`src/rtl/chunked_addsub_if.sv`:
```
// Request/response bundle for the chunked adder/subtractor: operands and mode
// flow master -> slave, status and result flow back.
interface chunked_addsub_if #(
    parameter int WIDTH = 16
) ();
    logic             start;
    logic [1:0]       mode;
    logic             cin;
    logic [WIDTH-1:0] x;
    logic [WIDTH-1:0] y;
    logic             busy;
    logic             done;
    logic [WIDTH-1:0] sum;
    logic             cout;
    logic             ovf;
    logic             zero;
    logic             neg;

    modport master (
        output start, mode, cin, x, y,
        input  busy, done, sum, cout, ovf, zero, neg
    );

    modport slave (
        input  start, mode, cin, x, y,
        output busy, done, sum, cout, ovf, zero, neg
    );
endinterface

```
`src/rtl/chunked_addsub.sv`:
```
// Multi-cycle add/subtract that ripples CHUNK bits per clock through a carry
// register; result and flags are held from the done pulse until the next start.
module chunked_addsub #(
    parameter int WIDTH = 16,
    parameter int CHUNK = 4
) (
    input  logic           clk,
    input  logic           rst,
    chunked_addsub_if.slave bus
);

    localparam int N     = WIDTH / CHUNK;
    localparam int CNT_W = (N > 1) ? $clog2(N) : 1;
    localparam int IDX_W = (WIDTH > 1) ? $clog2(WIDTH) : 1;
    localparam logic [CNT_W-1:0] LAST_K = CNT_W'(N - 1);

    generate
        if ((CHUNK < 1) || ((WIDTH % CHUNK) != 0)) begin : g_bad_chunk
            $error("chunked_addsub: WIDTH must be a positive multiple of CHUNK");
        end
    endgenerate

    typedef enum logic [1:0] {
        ST_IDLE = 2'b00,
        ST_RUN  = 2'b01,
        ST_DONE = 2'b10
    } state_t;

    state_t             state_r;
    state_t             state_nx_s;
    logic               busy_r;
    logic               done_r;
    logic               busy_nx_s;
    logic               done_nx_s;

    logic [WIDTH-1:0]   a_r;
    logic [WIDTH-1:0]   b_r;
    logic               carry_r;
    logic [CNT_W-1:0]   k_r;
    logic [WIDTH-1:0]   sum_r;
    logic               cout_r;
    logic               ovf_r;
    logic               zero_r;
    logic               neg_r;

    logic               inv_s;
    logic               c0_s;
    logic               last_s;
    logic [IDX_W-1:0]   lsb_s;
    logic [CHUNK-1:0]   a_chunk_s;
    logic [CHUNK-1:0]   b_chunk_s;
    logic [CHUNK-1:0]   s_chunk_s;
    logic               c_chunk_s;
    logic [WIDTH-1:0]   sum_nx_s;

    function automatic logic [CHUNK:0] chunk_add(
        input logic [CHUNK-1:0] a,
        input logic [CHUNK-1:0] b,
        input logic             ci
    );
        return {1'b0, a} + {1'b0, b} + {{CHUNK{1'b0}}, ci};
    endfunction

    // Same-sign operands producing an opposite-sign result is exactly
    // carry-into-MSB XOR carry-out-of-MSB, and needs no CHUNK-1 wide sub-add.
    function automatic logic signed_ovf(
        input logic a_msb,
        input logic b_msb,
        input logic s_msb
    );
        return (a_msb ~^ b_msb) & (s_msb ^ a_msb);
    endfunction

    assign last_s = (k_r == LAST_K);

    // State register with registered busy/done status
    always_ff @(posedge clk) begin
        if (rst) begin
            state_r <= ST_IDLE;
            busy_r  <= 1'b0;
            done_r  <= 1'b0;
        end else begin
            state_r <= state_nx_s;
            busy_r  <= busy_nx_s;
            done_r  <= done_nx_s;
        end
    end

    // Next-state selection
    always_comb begin
        state_nx_s = state_r;
        case (state_r)
            ST_IDLE: begin
                if (bus.start) begin
                    state_nx_s = ST_RUN;
                end else begin
                    state_nx_s = ST_IDLE;
                end
            end
            ST_RUN: begin
                if (last_s) begin
                    state_nx_s = ST_DONE;
                end else begin
                    state_nx_s = ST_RUN;
                end
            end
            ST_DONE: state_nx_s = ST_IDLE;
            default: state_nx_s = ST_IDLE;
        endcase
    end

    // Status decode of the upcoming state, registered alongside it
    always_comb begin
        busy_nx_s = 1'b0;
        done_nx_s = 1'b0;
        case (state_nx_s)
            ST_IDLE: begin
                busy_nx_s = 1'b0;
                done_nx_s = 1'b0;
            end
            ST_RUN: begin
                busy_nx_s = 1'b1;
                done_nx_s = 1'b0;
            end
            ST_DONE: begin
                busy_nx_s = 1'b1;
                done_nx_s = 1'b1;
            end
            default: begin
                busy_nx_s = 1'b0;
                done_nx_s = 1'b0;
            end
        endcase
    end

    // Mode decode: operand-B inversion and initial carry
    always_comb begin
        inv_s = 1'b0;
        c0_s  = 1'b0;
        case (bus.mode)
            2'b00: begin
                inv_s = 1'b0;
                c0_s  = 1'b0;
            end
            2'b01: begin
                inv_s = 1'b1;
                c0_s  = 1'b1;
            end
            2'b10: begin
                inv_s = 1'b0;
                c0_s  = bus.cin;
            end
            2'b11: begin
                inv_s = 1'b1;
                c0_s  = bus.cin;
            end
            default: begin
                inv_s = 1'b0;
                c0_s  = 1'b0;
            end
        endcase
    end

    // Current chunk slice, its sum, and the result with that chunk merged in
    always_comb begin
        lsb_s                      = IDX_W'(k_r) * IDX_W'(CHUNK);
        a_chunk_s                  = a_r[lsb_s +: CHUNK];
        b_chunk_s                  = b_r[lsb_s +: CHUNK];
        {c_chunk_s, s_chunk_s}     = chunk_add(a_chunk_s, b_chunk_s, carry_r);
        sum_nx_s                   = sum_r;
        sum_nx_s[lsb_s +: CHUNK]   = s_chunk_s;
    end

    // Operand latch, carry register and chunk counter
    always_ff @(posedge clk) begin
        if (rst) begin
            a_r     <= {WIDTH{1'b0}};
            b_r     <= {WIDTH{1'b0}};
            carry_r <= 1'b0;
            k_r     <= {CNT_W{1'b0}};
        end else begin
            case (state_r)
                ST_IDLE: begin
                    if (bus.start) begin
                        a_r     <= bus.x;
                        b_r     <= bus.y ^ {WIDTH{inv_s}};
                        carry_r <= c0_s;
                        k_r     <= {CNT_W{1'b0}};
                    end
                end
                ST_RUN: begin
                    carry_r <= c_chunk_s;
                    if (last_s) begin
                        k_r <= {CNT_W{1'b0}};
                    end else begin
                        k_r <= k_r + CNT_W'(1);
                    end
                end
                ST_DONE: begin
                    carry_r <= carry_r;
                end
                default: begin
                    k_r <= {CNT_W{1'b0}};
                end
            endcase
        end
    end

    // Result and flags; flags only move on the final chunk so they hold when idle
    always_ff @(posedge clk) begin
        if (rst) begin
            sum_r  <= {WIDTH{1'b0}};
            cout_r <= 1'b0;
            ovf_r  <= 1'b0;
            zero_r <= 1'b1;
            neg_r  <= 1'b0;
        end else if (state_r == ST_RUN) begin
            sum_r <= sum_nx_s;
            if (last_s) begin
                cout_r <= c_chunk_s;
                ovf_r  <= signed_ovf(a_chunk_s[CHUNK-1], b_chunk_s[CHUNK-1],
                                     s_chunk_s[CHUNK-1]);
                zero_r <= (sum_nx_s == {WIDTH{1'b0}});
                neg_r  <= s_chunk_s[CHUNK-1];
            end
        end
    end

    assign bus.busy = busy_r;
    assign bus.done = done_r;
    assign bus.sum  = sum_r;
    assign bus.cout = cout_r;
    assign bus.ovf  = ovf_r;
    assign bus.zero = zero_r;
    assign bus.neg  = neg_r;

endmodule

```
`src/flat_wrapper.sv`:
```
// flat-port wrapper written by rule: the top's interface ports become plain ports
module chunked_addsub_flat 
#(
    parameter int WIDTH = 16,
    parameter int CHUNK = 4
)
  (clk, rst, bus_start, bus_mode, bus_cin, bus_x, bus_y, bus_busy, bus_done, bus_sum, bus_cout, bus_ovf, bus_zero, bus_neg);
  chunked_addsub_if #(.WIDTH(WIDTH)) bus_i ();
  input  logic clk;
  input  logic rst;
  input wire logic [$bits(bus_i.start)-1:0] bus_start;
  input wire logic [$bits(bus_i.mode)-1:0] bus_mode;
  input wire logic [$bits(bus_i.cin)-1:0] bus_cin;
  input wire logic [$bits(bus_i.x)-1:0] bus_x;
  input wire logic [$bits(bus_i.y)-1:0] bus_y;
  output wire logic [$bits(bus_i.busy)-1:0] bus_busy;
  output wire logic [$bits(bus_i.done)-1:0] bus_done;
  output wire logic [$bits(bus_i.sum)-1:0] bus_sum;
  output wire logic [$bits(bus_i.cout)-1:0] bus_cout;
  output wire logic [$bits(bus_i.ovf)-1:0] bus_ovf;
  output wire logic [$bits(bus_i.zero)-1:0] bus_zero;
  output wire logic [$bits(bus_i.neg)-1:0] bus_neg;
  assign bus_i.start = bus_start;
  assign bus_i.mode = bus_mode;
  assign bus_i.cin = bus_cin;
  assign bus_i.x = bus_x;
  assign bus_i.y = bus_y;
  assign bus_busy = bus_i.busy;
  assign bus_done = bus_i.done;
  assign bus_sum = bus_i.sum;
  assign bus_cout = bus_i.cout;
  assign bus_ovf = bus_i.ovf;
  assign bus_zero = bus_i.zero;
  assign bus_neg = bus_i.neg;
  chunked_addsub #(.WIDTH(WIDTH), .CHUNK(CHUNK)) u_core (.clk(clk), .rst(rst), .bus(bus_i));
endmodule
```
`config.mk`:
```
export PLATFORM = sky130hd
export DESIGN_NAME = chunked_addsub_flat
export DESIGN_NICKNAME = d
export VERILOG_FILES = /design/src/rtl/chunked_addsub_if.sv /design/src/rtl/chunked_addsub.sv /design/src/flat_wrapper.sv
export SDC_FILE = /design/constraint.sdc
export NUM_CORES = 1
export LEC_CHECK = 0
export ABC_AREA = 0
export BUFFER_PORTS_ARGS = -buffer_cell sky130_fd_sc_hd__buf_2
export CORE_MARGIN = 1
export CORE_UTILIZATION = 58
export DETAILED_ROUTE_END_ITERATION = 10
export HOLD_SLACK_MARGIN = 0.05
export PLACE_DENSITY = 0.81
export SLEW_MARGIN = 0
export SYNTH_ARGS = -nofsm -noshare
export SYNTH_HDL_FRONTEND = slang
export SYNTH_SLANG_ARGS = --single-unit
```
`constraint.sdc`:
```
create_clock -name clk -period 4.6 [get_ports clk]
set_input_delay 0.92 -clock clk [delete_from_list [all_inputs] [get_ports clk]]
set_output_delay 0.92 -clock clk [all_outputs]
set_load 0.01 [all_outputs]
```
==> results of run 1 <==
==> metrics by stage <==
step	worst slack [ns]	utilization [%]
floorplan	2.04	-
global placement	1.79	66.1
detailed placement	1.68	66.1
CTS	1.65	69.7
global route	1.44	69.7
finish	1.66	69.7
==> worst min-delay path, delay by kind of cell (launching register included) <==
kind            cells  cell delay, ns
compound gates      1            0.05
flops               1            0.31
simple gates        1            0.05
==> registers in the layout, indices dropped and copies added, names as in the netlist <==
name,flops
u_core.a_r,16
u_core.b_r,16
u_core.bus.sum,16
u_core.k_r,2
u_core.state_r,2
u_core.bus.busy,1
u_core.bus.cout,1
u_core.bus.done,1
u_core.bus.neg,1
u_core.bus.ovf,1
u_core.bus.zero,1
u_core.carry_r,1
==> kinds of logic after synthesis <==
family,Yosys count
compound gates,68
xor+xnor,18
fa+ha+maj,12
buf+inv,30
flops,59
mux,10
simple gates,115
==> worst paths after layout <==
kind | slack, ns | to | cells past startpoint
worst max register to register | 1.66 | u_core.bus.sum[13]$_SDFFE_PP0P_ | 7
worst min-delay path | 0.45 | u_core.a_r[13]$_SDFFE_PP0P_ | 2
worst min register to register | 0.45 | u_core.a_r[13]$_SDFFE_PP0P_ | 2
worst max-delay path | 1.66 | u_core.bus.sum[13]$_SDFFE_PP0P_ | 7
==> cell usage in the layout, fill, tap and decap left out, types with 2 or more instances in the layout <==
cell | netlist | routed
a32oi_1 | 4 | 4
and4bb_2 | 2 | 2
ha_1 | 10 | 10
inv_1 | 9 | 9
nand3b_1 | 5 | 5
nor4_1 | 3 | 3
and2_1 | 2 | 2
mux2i_1 | 2 | 2
a22oi_1 | 8 | 8
nand2_1 | 46 | 46
a211oi_1 | 17 | 17
mux4_2 | 8 | 8
xnor2_1 | 17 | 17
buf_2 | 9 | 59
dfxtp_1 | 59 | 59
nand3_1 | 2 | 2
nor3b_2 | 1 | 2
clkinv_2 | 0 | 3
fa_1 | 2 | 2
nor2_1 | 38 | 38
a21oi_1 | 29 | 29
or3_1 | 5 | 5
o21ai_0 | 2 | 2
nor2b_1 | 3 | 3
nor3_1 | 2 | 2
clkbuf_8 | 0 | 11
==> routing by layer <==
| metal | GRT usage [%] | part of all wire [%] | up-vias |
|---|---|---|---|
| met5 | 0 | 0 | - |
| met4 | 11.1 | 2.5 | 0 |
| met3 | 7.31 | 5.0 | 15 |
| met2 | 40.7 | 46 | 82 |
| met1 | 35.0 | 47 | 1090 |
| li1 | - | - | 1195 |
==> synthesized netlist by cell type (8+ instances only) <==
cell type	instances
a21oi_1	29
dfxtp_1	59
mux4_2	8
ha_1	10
clkbuf_1	9
a22oi_1	8
inv_1	9
buf_2	9
nor2_1	38
xnor2_1	17
nand2_1	46
a211oi_1	17
==> area by class of cell <==
class / instances / area (µm²) / share of cell area, %
Inverter: 10 / 37.5 / 1.15
Tap cell: 54 / 67.6 / 2.07
Multi-Input combinational cell: 223 / 1510 / 46.3
Timing Repair Buffer: 60 / 303 / 9.26
Clock inverter: 3 / 15.0 / 0.459
Sequential cell: 59 / 1180 / 36.1
Clock buffer: 11 / 151 / 4.63
==> power breakdown <==
part / leakage, nW / switching, mW / internal [mW] / total [mW]
Clock: 0.0908 / 0.195 / 0.216 / 0.411
Combinational: 0.766 / 0.0993 / 0.0804 / 0.180
Sequential: 0.483 / 0.0203 / 0.538 / 0.559
==> flow_summary_export.csv, run 1 <==
group,metric,value,unit
run_status,status,"finished clean",
timing,worst-slew-pin-transition,1.12,ns
setup_path,critical_path_buf_inv_count,1,
synthesis,yosys-top-cells-area,"dfxtp_1, mux4_2, nand2_1",
setup_path,startpoint_type,"flop",
setup_path,critPathLaunch,"u_core.k_r[0]$_SDFFE_PP0P_",
global_routing,grt_pass1_wl,10200,µm
global_routing,grt_max_degree,61,
synthesis,muxShareOfSynthArea,7.10,%
synthesis,postSynthAreaPerCell,9.04,µm²
synthesis,syn_area,2820,µm²
setup_path,cp.arrival,3.21,ns
synthesis,synth_fa_ha_area_share,5.85,%
timing,whs,0.452,ns
cts,cts_num_sinks,59,
placement,place.gp.congestion,0.838,
synthesis,synthCells,312,
finish,nets,413,
timing,slew_viol_final,0,
route,drt_iter0_markers,198,
setup_path,slowest_delay,0.84,ns
synthesis,yosysWarningCount,0,
cts,cts.path.max_buffers,2,
timing,rsz0062_at_grt,"no",
route,antenna_left,0,
timing,setup_violations,0,
synthesis,synth_top_area_share,41.9,%
setup_path,cp.required,4.87,ns
synthesis,synth_edf_count,0,
cts,clkLatencyLatePin,0.34,ns
global_routing,grt_pass1_vias,2145,
synthesis,synth-xor-area-share,5.59,%
synthesis,ys_seq_area_share,41.9,%
finish,n_fill_cell,395,
cts,post-cts-setup-buffer-count,0,
run,drv_cap,0,
placement,dpl.cell_count,406,
synthesis,synth_top_family_by_area,"simple AND/OR/NAND/NOR gates",
timing,period_share,63.9,%
power_and_ir_drop,power.total,1.15,mW
power_and_ir_drop,power_density,351,nW/µm²
floorplanning,die_h,71.7,µm
setup_path,path_delay_family,"adder cells",
floorplanning,core_area,4690,µm²
synthesis,yosys.area_share.simple,19.0,%
placement,postPlaceCellArea,3100,µm²
global_routing,antenna_found_initial,0,
setup_path,r2r_start,"u_core.k_r[0]$_SDFFE_PP0P_",
route,vias_per_cell,5.67,
setup_path,critPathMaxFanout,19,
global_routing,track_usage,26.4,%
finish,stdcell_area,3270,µm²
cts,clkSlewWorstSetupHoldPaths,0.06,ns
synthesis,ys_ff_latch,59,
cts,h-tree-depth,3,
setup_path,cp_slowest_cell,"dfxtp_1",
global_routing,grt_overflow,0,
placement,dp_hpwl,4210,µm
placement,port_buffers,59,
floorplanning,ios,60,
floorplanning,die_w,71.7,µm
power_and_ir_drop,p_leak,1.34,nW
finish,diodes,0,
route,wire_per_inst,14.4,µm
timing,max_freq,340,MHz
synthesis,synth_top_area_cell,"dfxtp_1",
timing,maxSlewHeadroom,25.1,%
timing,final-hold-violation-count,0,
cts,cts_hold_buf,0,
timing,skew,0.00476,ns
floorplanning,num_rows,25,
floorplanning,initial_core_util,60.1,%
synthesis,synth_top_flop_cell,"dfxtp_1",
setup_path,worstSetupPathType,"reg -> reg",
min_path,min_from,"u_core.a_r[13]$_SDFFE_PP0P_",
synthesis,syn_nets,362,
cts,cts_tree,"built",
setup_path,endpoint_kind,"flop",
setup_path,cp_cell_sequence,"mux4_2 -> fa_1 -> inv_1 -> fa_1 -> nor2_1 -> a22oi_1 -> nor2_1",
route,routed_wl,6070,µm
finish,area_growth,15.9,%
timing,min_period,2.94,ns
synthesis,async_flop_share,0,%
floorplanning,dieArea,5150,µm²
synthesis,synth_compound_area_share,16.0,%
cts,cts-buffers-inserted,9,
finish,fin_cells,420,
route,drt-pass1-iter-count,4,
min_path,hold_class,"reg -> reg",
timing,setup_tns,0,ns
finish,drive_gt1_share,24.0,%
synthesis,ys_types,42,
power_and_ir_drop,vdd_ir_drop_max,0.205,mV
route,via_count,2382,
cts,root_buffer,"clkbuf_8",
cts,cts_resized,0,
route,drc,0,
Power figures use the tool's default switching activity.
==> run 2: changes to the inputs <==
--- a/config.mk
+++ b/config.mk
@@ -8,10 +8,10 @@
 export ABC_AREA = 0
 export BUFFER_PORTS_ARGS = -buffer_cell sky130_fd_sc_hd__buf_2
 export CORE_MARGIN = 1
-export CORE_UTILIZATION = 58
+export CORE_UTILIZATION = 54
 export DETAILED_ROUTE_END_ITERATION = 10
 export HOLD_SLACK_MARGIN = 0.05
-export PLACE_DENSITY = 0.81
+export PLACE_DENSITY = 0.76
 export SLEW_MARGIN = 0
 export SYNTH_ARGS = -nofsm -noshare
 export SYNTH_HDL_FRONTEND = slang
==> constraint.sdc (replaced) <==
create_clock -name clk -period 2.72 [get_ports clk]
set_input_delay 0.544 -clock clk [delete_from_list [all_inputs] [get_ports clk]]
set_output_delay 0.544 -clock clk [all_outputs]
set_load 0.01 [all_outputs]
==> flow_summary_export.csv, run 2 (synthesized netlist as in run 1, its figures left out) <==
group,metric,value,unit
power_and_ir_drop,vdd_ir_drop_max,0.308,mV
setup_path,startpoint_type,"flop",
floorplanning,die_h,74.3,µm
setup_path,ff2ff_setup_slack,0.17,ns
route,drc,0,
setup_path,worstSetupPathType,"reg -> reg",
placement,dp_hpwl,4460,µm
min_path,hold_class,"in -> reg",
finish,nets,421,
finish,final_common_cell,"buf_2",
power_and_ir_drop,p_sw,0.533,mW
placement,place.gp.congestion,0.825,
power_and_ir_drop,pwr-share-clk,35.9,%
timing,worst-slew-pin-transition,0.645,ns
setup_path,r2r_start,"u_core.k_r[0]$_SDFFE_PP0P_",
timing,maxSlewHeadroom,56.8,%
route,via_count,2391,
timing,min_period,2.55,ns
cts,cts.path.max_buffers,2,
setup_path,cp.required,2.99,ns
cts,cts-buffers-inserted,9,
finish,utilization,68.7,%
cts,clkLatencyLatePin,0.34,ns
route,drt_iter0_markers,126,
setup_path,cp.arrival,2.83,ns
route,drt-pass1-iter-count,4,
timing,period_share,93.8,%
floorplanning,ios,60,
power_and_ir_drop,seqPwrFrac,48.0,%
floorplanning,die_w,74.3,µm
cts,clkSlewWorstSetupHoldPaths,0.06,ns
finish,stdcell_area,3350,µm²
min_path,min_from,"bus_x[12]",
floorplanning,initial_core_util,57.8,%
route,wire_per_inst,13.9,µm
global_routing,grt_max_degree,36,
route,routed_wl,6150,µm
global_routing,grt_pass1_vias,2167,
global_routing,track_usage,24.6,%
floorplanning,num_rows,25,
timing,rsz0062_at_grt,"no",
cts,root_buffer,"clkbuf_8",
run_status,status,"finished clean",
setup_path,critPathMaxFanout,9,
timing,setup_tns,0,ns
cts,cts_tree,"built",
power_and_ir_drop,p_int,1.43,mW
power_and_ir_drop,p_leak,1.38,nW
floorplanning,core_area,4880,µm²
route,vias_per_cell,5.40,
global_routing,antenna_found_initial,0,
timing,skew,0.00277,ns
timing,slew_viol_final,0,
min_path,worstHoldEndpoint,"u_core.a_r[12]$_SDFFE_PP0P_",
run,drv_cap,0,
finish,area_growth,18.8,%
timing,max_freq,392,MHz
min_path,hold_path_depth,3,
setup_path,critPathLaunch,"u_core.k_r[0]$_SDFFE_PP0P_",
setup_path,endpoint_kind,"flop",
placement,port_buffers,59,
route,antenna_left,0,
placement,postPlaceCellArea,3180,µm²
power_and_ir_drop,p_comb_share,16.2,%
power_and_ir_drop,power_density,586,nW/µm²
setup_path,reg2reg_depth,7,
cts,h-tree-depth,3,
timing,setup_violations,0,
setup_path,r2r_end,"u_core.bus.sum[13]$_SDFFE_PP0P_",
cts,cts_num_sinks,59,
finish,diodes,0,
power_and_ir_drop,switching_share,27.1,%
timing,final-hold-violation-count,0,
global_routing,grt_overflow,0,
global_routing,grt_pass1_wl,10000,µm
floorplanning,dieArea,5520,µm²
cts,post-cts-setup-buffer-count,0,
finish,final_cell_mix,"buf_2, dfxtp_1, nand2_1, nor2_1, a21oi_1",
finish,drive_gt1_share,25.5,%
-- run 2: cell types whose count changed in the layout (fill, tap and decap cells not counted), sizes merged --
cell / delta
clkbuf: +3
buf: +8
clkinv: -1
-- run 2: power groups by stage --
stage	combinational (mW)	sequential (mW)	clock [mW]
after floorplan	0.231	0.950	0
after global placement	0.308	0.961	0
after detailed placement	0.316	0.961	0
after CTS	0.318	0.942	0.715
after global routing	0.352	0.948	0.747
final	0.318	0.943	0.706
-- run 2: area by class of cell --
type | count | area (µm²)
sequential | 59 | 1180
tap | 67 | 83.8
fill | 423 | 1530
clock inverter | 2 | 10.0
multi-input combinational | 223 | 1510
timing repair buffer | 68 | 363
inverter | 10 | 37.5
clock buffer | 14 | 163
-- run 2: worst max path at each step --
stage                                                 end  cells after the start
after CTS                 u_core.bus.sum[13]$_SDFFE_PP0P_                      7
after detailed placement  u_core.bus.sum[13]$_SDFFE_PP0P_                      7
after floorplan              u_core.bus.zero$_SDFFE_PP1P_                      9
after global routing      u_core.bus.sum[10]$_SDFFE_PP0P_                      8
final                     u_core.bus.sum[13]$_SDFFE_PP0P_                      7
after global placement    u_core.bus.sum[13]$_SDFFE_PP0P_                      7
-- run 2: per-stage QoR --
step | hold WS (ns) | std cells | power, mW | setup WS (ns)
floorplan | 0.433 | 312 | 1.18 | 0.164
global placement | 0.444 | 427 | 1.27 | 0.131
detailed placement | 0.449 | 427 | 1.28 | 0.0370
CTS | 0.434 | 443 | 1.98 | 0.0295
global route | 0.455 | 443 | 2.05 | 0.0487
finish | 0.442 | 443 | 1.97 | 0.168
-- run 2: worst max-delay path, cell delays in order (launching register included) --
cell and delay [ns]:
dfxtp_2 0.46, mux4_2 0.55, fa_1 0.42, inv_1 0.09, fa_1 0.46, nor2_1 0.29, a22oi_1 0.11, nor2_1 0.09
-- run 2: layer usage --
layer / wire (µm) / GRT usage, % / up-vias
met5: 0 / 0 / -
met4: 129 / 11.9 / 0
met2: 2870 / 38.4 / 66
met1: 2860 / 31.7 / 1099
li1: - / - / 1213
met3: 301 / 6.50 / 13
-- run 2: repair_timing --
item                       in CTS  in global routing
hold buffers                    0                  0
resized for setup               0                  1
setup endpoints to repair       0                 11
==> run 3: changes to the inputs <==
--- a/config.mk
+++ b/config.mk
@@ -8,10 +8,11 @@
 export ABC_AREA = 0
 export BUFFER_PORTS_ARGS = -buffer_cell sky130_fd_sc_hd__buf_2
 export CORE_MARGIN = 1
-export CORE_UTILIZATION = 54
+export CORE_UTILIZATION = 49
 export DETAILED_ROUTE_END_ITERATION = 10
+export GPL_TIMING_DRIVEN = 0
 export HOLD_SLACK_MARGIN = 0.05
-export PLACE_DENSITY = 0.76
+export PLACE_DENSITY = 0.73
 export SLEW_MARGIN = 0
 export SYNTH_ARGS = -nofsm -noshare
 export SYNTH_HDL_FRONTEND = slang
==> constraint.sdc (replaced) <==
create_clock -name clk -period 2.34 [get_ports clk]
set_input_delay 0.468 -clock clk [delete_from_list [all_inputs] [get_ports clk]]
set_output_delay 0.468 -clock clk [all_outputs]
set_load 0.01 [all_outputs]
==> flow_summary_export.csv, run 3 (synthesized netlist as in run 1, its figures left out) <==
group,metric,value,unit
setup_path,endpoint_kind,"flop",
min_path,hold_path_depth,3,
cts,cts_tree,"built",
finish,diodes,0,
timing,slew_viol_final,0,
finish,final_common_cell,"buf_2",
global_routing,track_usage,24.7,%
min_path,hold_class,"in -> reg",
timing,max_freq,419,MHz
global_routing,grt_overflow,0,
placement,port_buffers,57,
finish,final_cell_mix,"buf_2, dfxtp_1, nand2_1, nor2_1, a21oi_1",
timing,whs,0.364,ns
route,wire_per_inst,15.3,µm
floorplanning,die_w,77.9,µm
global_routing,grt_max_degree,11,
run,drv_cap,0,
floorplanning,core_area,5540,µm²
finish,utilization,65.6,%
placement,dp_hpwl,4830,µm
route,vias_per_cell,5.39,
setup_path,cp.arrival,2.62,ns
floorplanning,initial_core_util,50.9,%
floorplanning,dieArea,6070,µm²
finish,stdcell_area,3630,µm²
route,antenna_left,0,
timing,final-hold-violation-count,0,
finish,multi_input_area,1670,µm²
finish,n_fill_cell,475,
finish,drive_gt1_share,34.2,%
placement,place.gp.congestion,0.852,
placement,postPlaceCellArea,3210,µm²
finish,seq_area,1190,µm²
timing,maxSlewHeadroom,49.6,%
timing,rsz0062_at_grt,"yes",
cts,h-tree-depth,3,
global_routing,grt_pass1_wl,11300,µm
floorplanning,die_h,77.9,µm
timing,period_share,102,%
cts,clkLatencyLatePin,0.34,ns
setup_path,worstSetupPathType,"reg -> reg",
setup_path,reg2reg_depth,8,
setup_path,cp.required,2.57,ns
route,drt-pass1-iter-count,4,
global_routing,grt_pass1_vias,2344,
placement,place_ws,-0.388,ns
cts,cts_num_sinks,59,
cts,cts_hold_buf,0,
run_status,violations,"negative setup slack",
cts,clkSlewWorstSetupHoldPaths,0.07,ns
floorplanning,ios,60,
run_status,status,"finished, violations left",
floorplanning,num_rows,27,
setup_path,critPathMaxFanout,5,
cts,root_buffer,"clkbuf_8",
power_and_ir_drop,p_leak,1.46,nW
global_routing,antenna_found_initial,0,
timing,worst-slew-pin-transition,0.756,ns
route,drt_iter0_markers,209,
timing,min_period,2.39,ns
finish,area_growth,28.8,%
route,routed_wl,7140,µm
power_and_ir_drop,power_density,653,nW/µm²
timing,worst_slack,-0.0474,ns
cts,cts.path.max_buffers,2,
route,drc,0,
timing,skew,0.00656,ns
timing,setup_violations,7,
finish,nets,441,
route,via_count,2518,
power_and_ir_drop,vdd_ir_drop_max,0.370,mV
timing,setup_tns,-0.166,ns
setup_path,startpoint_type,"flop",
cts,cts-buffers-inserted,9,
[run 3: cell type report]
| class | count | area share (%) |
|---|---|---|
| clock inverter | 3 | 0.413 |
| multi-input combinational | 223 | 46.0 |
| tap | 72 | 2.48 |
| timing repair buffer | 69 | 10.4 |
| inverter | 10 | 1.03 |
| clock buffer | 12 | 3.99 |
| sequential | 59 | 32.7 |
| buffer | 19 | 2.96 |
[run 3: repair_timing]
item	in CTS	in global routing
pin swaps	13	24
setup endpoints to repair	17	17
setup buffers	7	5
gates resized for setup	27	17
endpoints found under the hold margin	0	0
[run 3: report_power, final]
part / internal (mW) / leakage [nW] / switching [mW]
sequential: 1.06 / 0.484 / 0.0297
clock: 0.402 / 0.0860 / 0.394
combinational: 0.229 / 0.890 / 0.261
total: 1.69 / 1.46 / 0.686
[run 3: critical path, stage by stage (launching register included)]
cell     delay [ns]
dfxtp_4        0.37
buf_12         0.12
mux4_2         0.53
fa_2           0.40
inv_2          0.07
fa_2           0.47
nor3b_2        0.18
o21ai_1        0.08
a21oi_1        0.07
[run 3: metrics by stage]
stage	power, mW	cells
2_1_floorplan	1.38	312
3_3_place_gp	1.49	441
3_5_place_dp	1.50	441
4_1_cts	2.34	463
5_1_grt	2.47	467
6_report	2.37	467
[run 3: worst paths after layout]
path / from / end / slack [ns]
hold / removal: bus_x[11] / u_core.a_r[11]$_SDFFE_PP0P_ / 0.36
hold reg to reg: u_core.a_r[3]$_SDFFE_PP0P_ / u_core.a_r[3]$_SDFFE_PP0P_ / 0.45
setup / recovery: u_core.k_r[0]$_SDFFE_PP0P_ / u_core.bus.zero$_SDFFE_PP1P_ / -0.05
setup reg to reg: u_core.k_r[0]$_SDFFE_PP0P_ / u_core.bus.zero$_SDFFE_PP1P_ / -0.05
[run 3: routing by layer]
metal / track usage [%] / wire (µm) / vias up / part of all wire [%]
met5: 0 / 0 / - / 0
met4: 11.5 / 123 / 0 / 1.7
met3: 4.82 / 329 / 11 / 4.6
met2: 40.6 / 3470 / 79 / 49
met1: 31.0 / 3220 / 1176 / 45
li1: - / - / 1252 / -
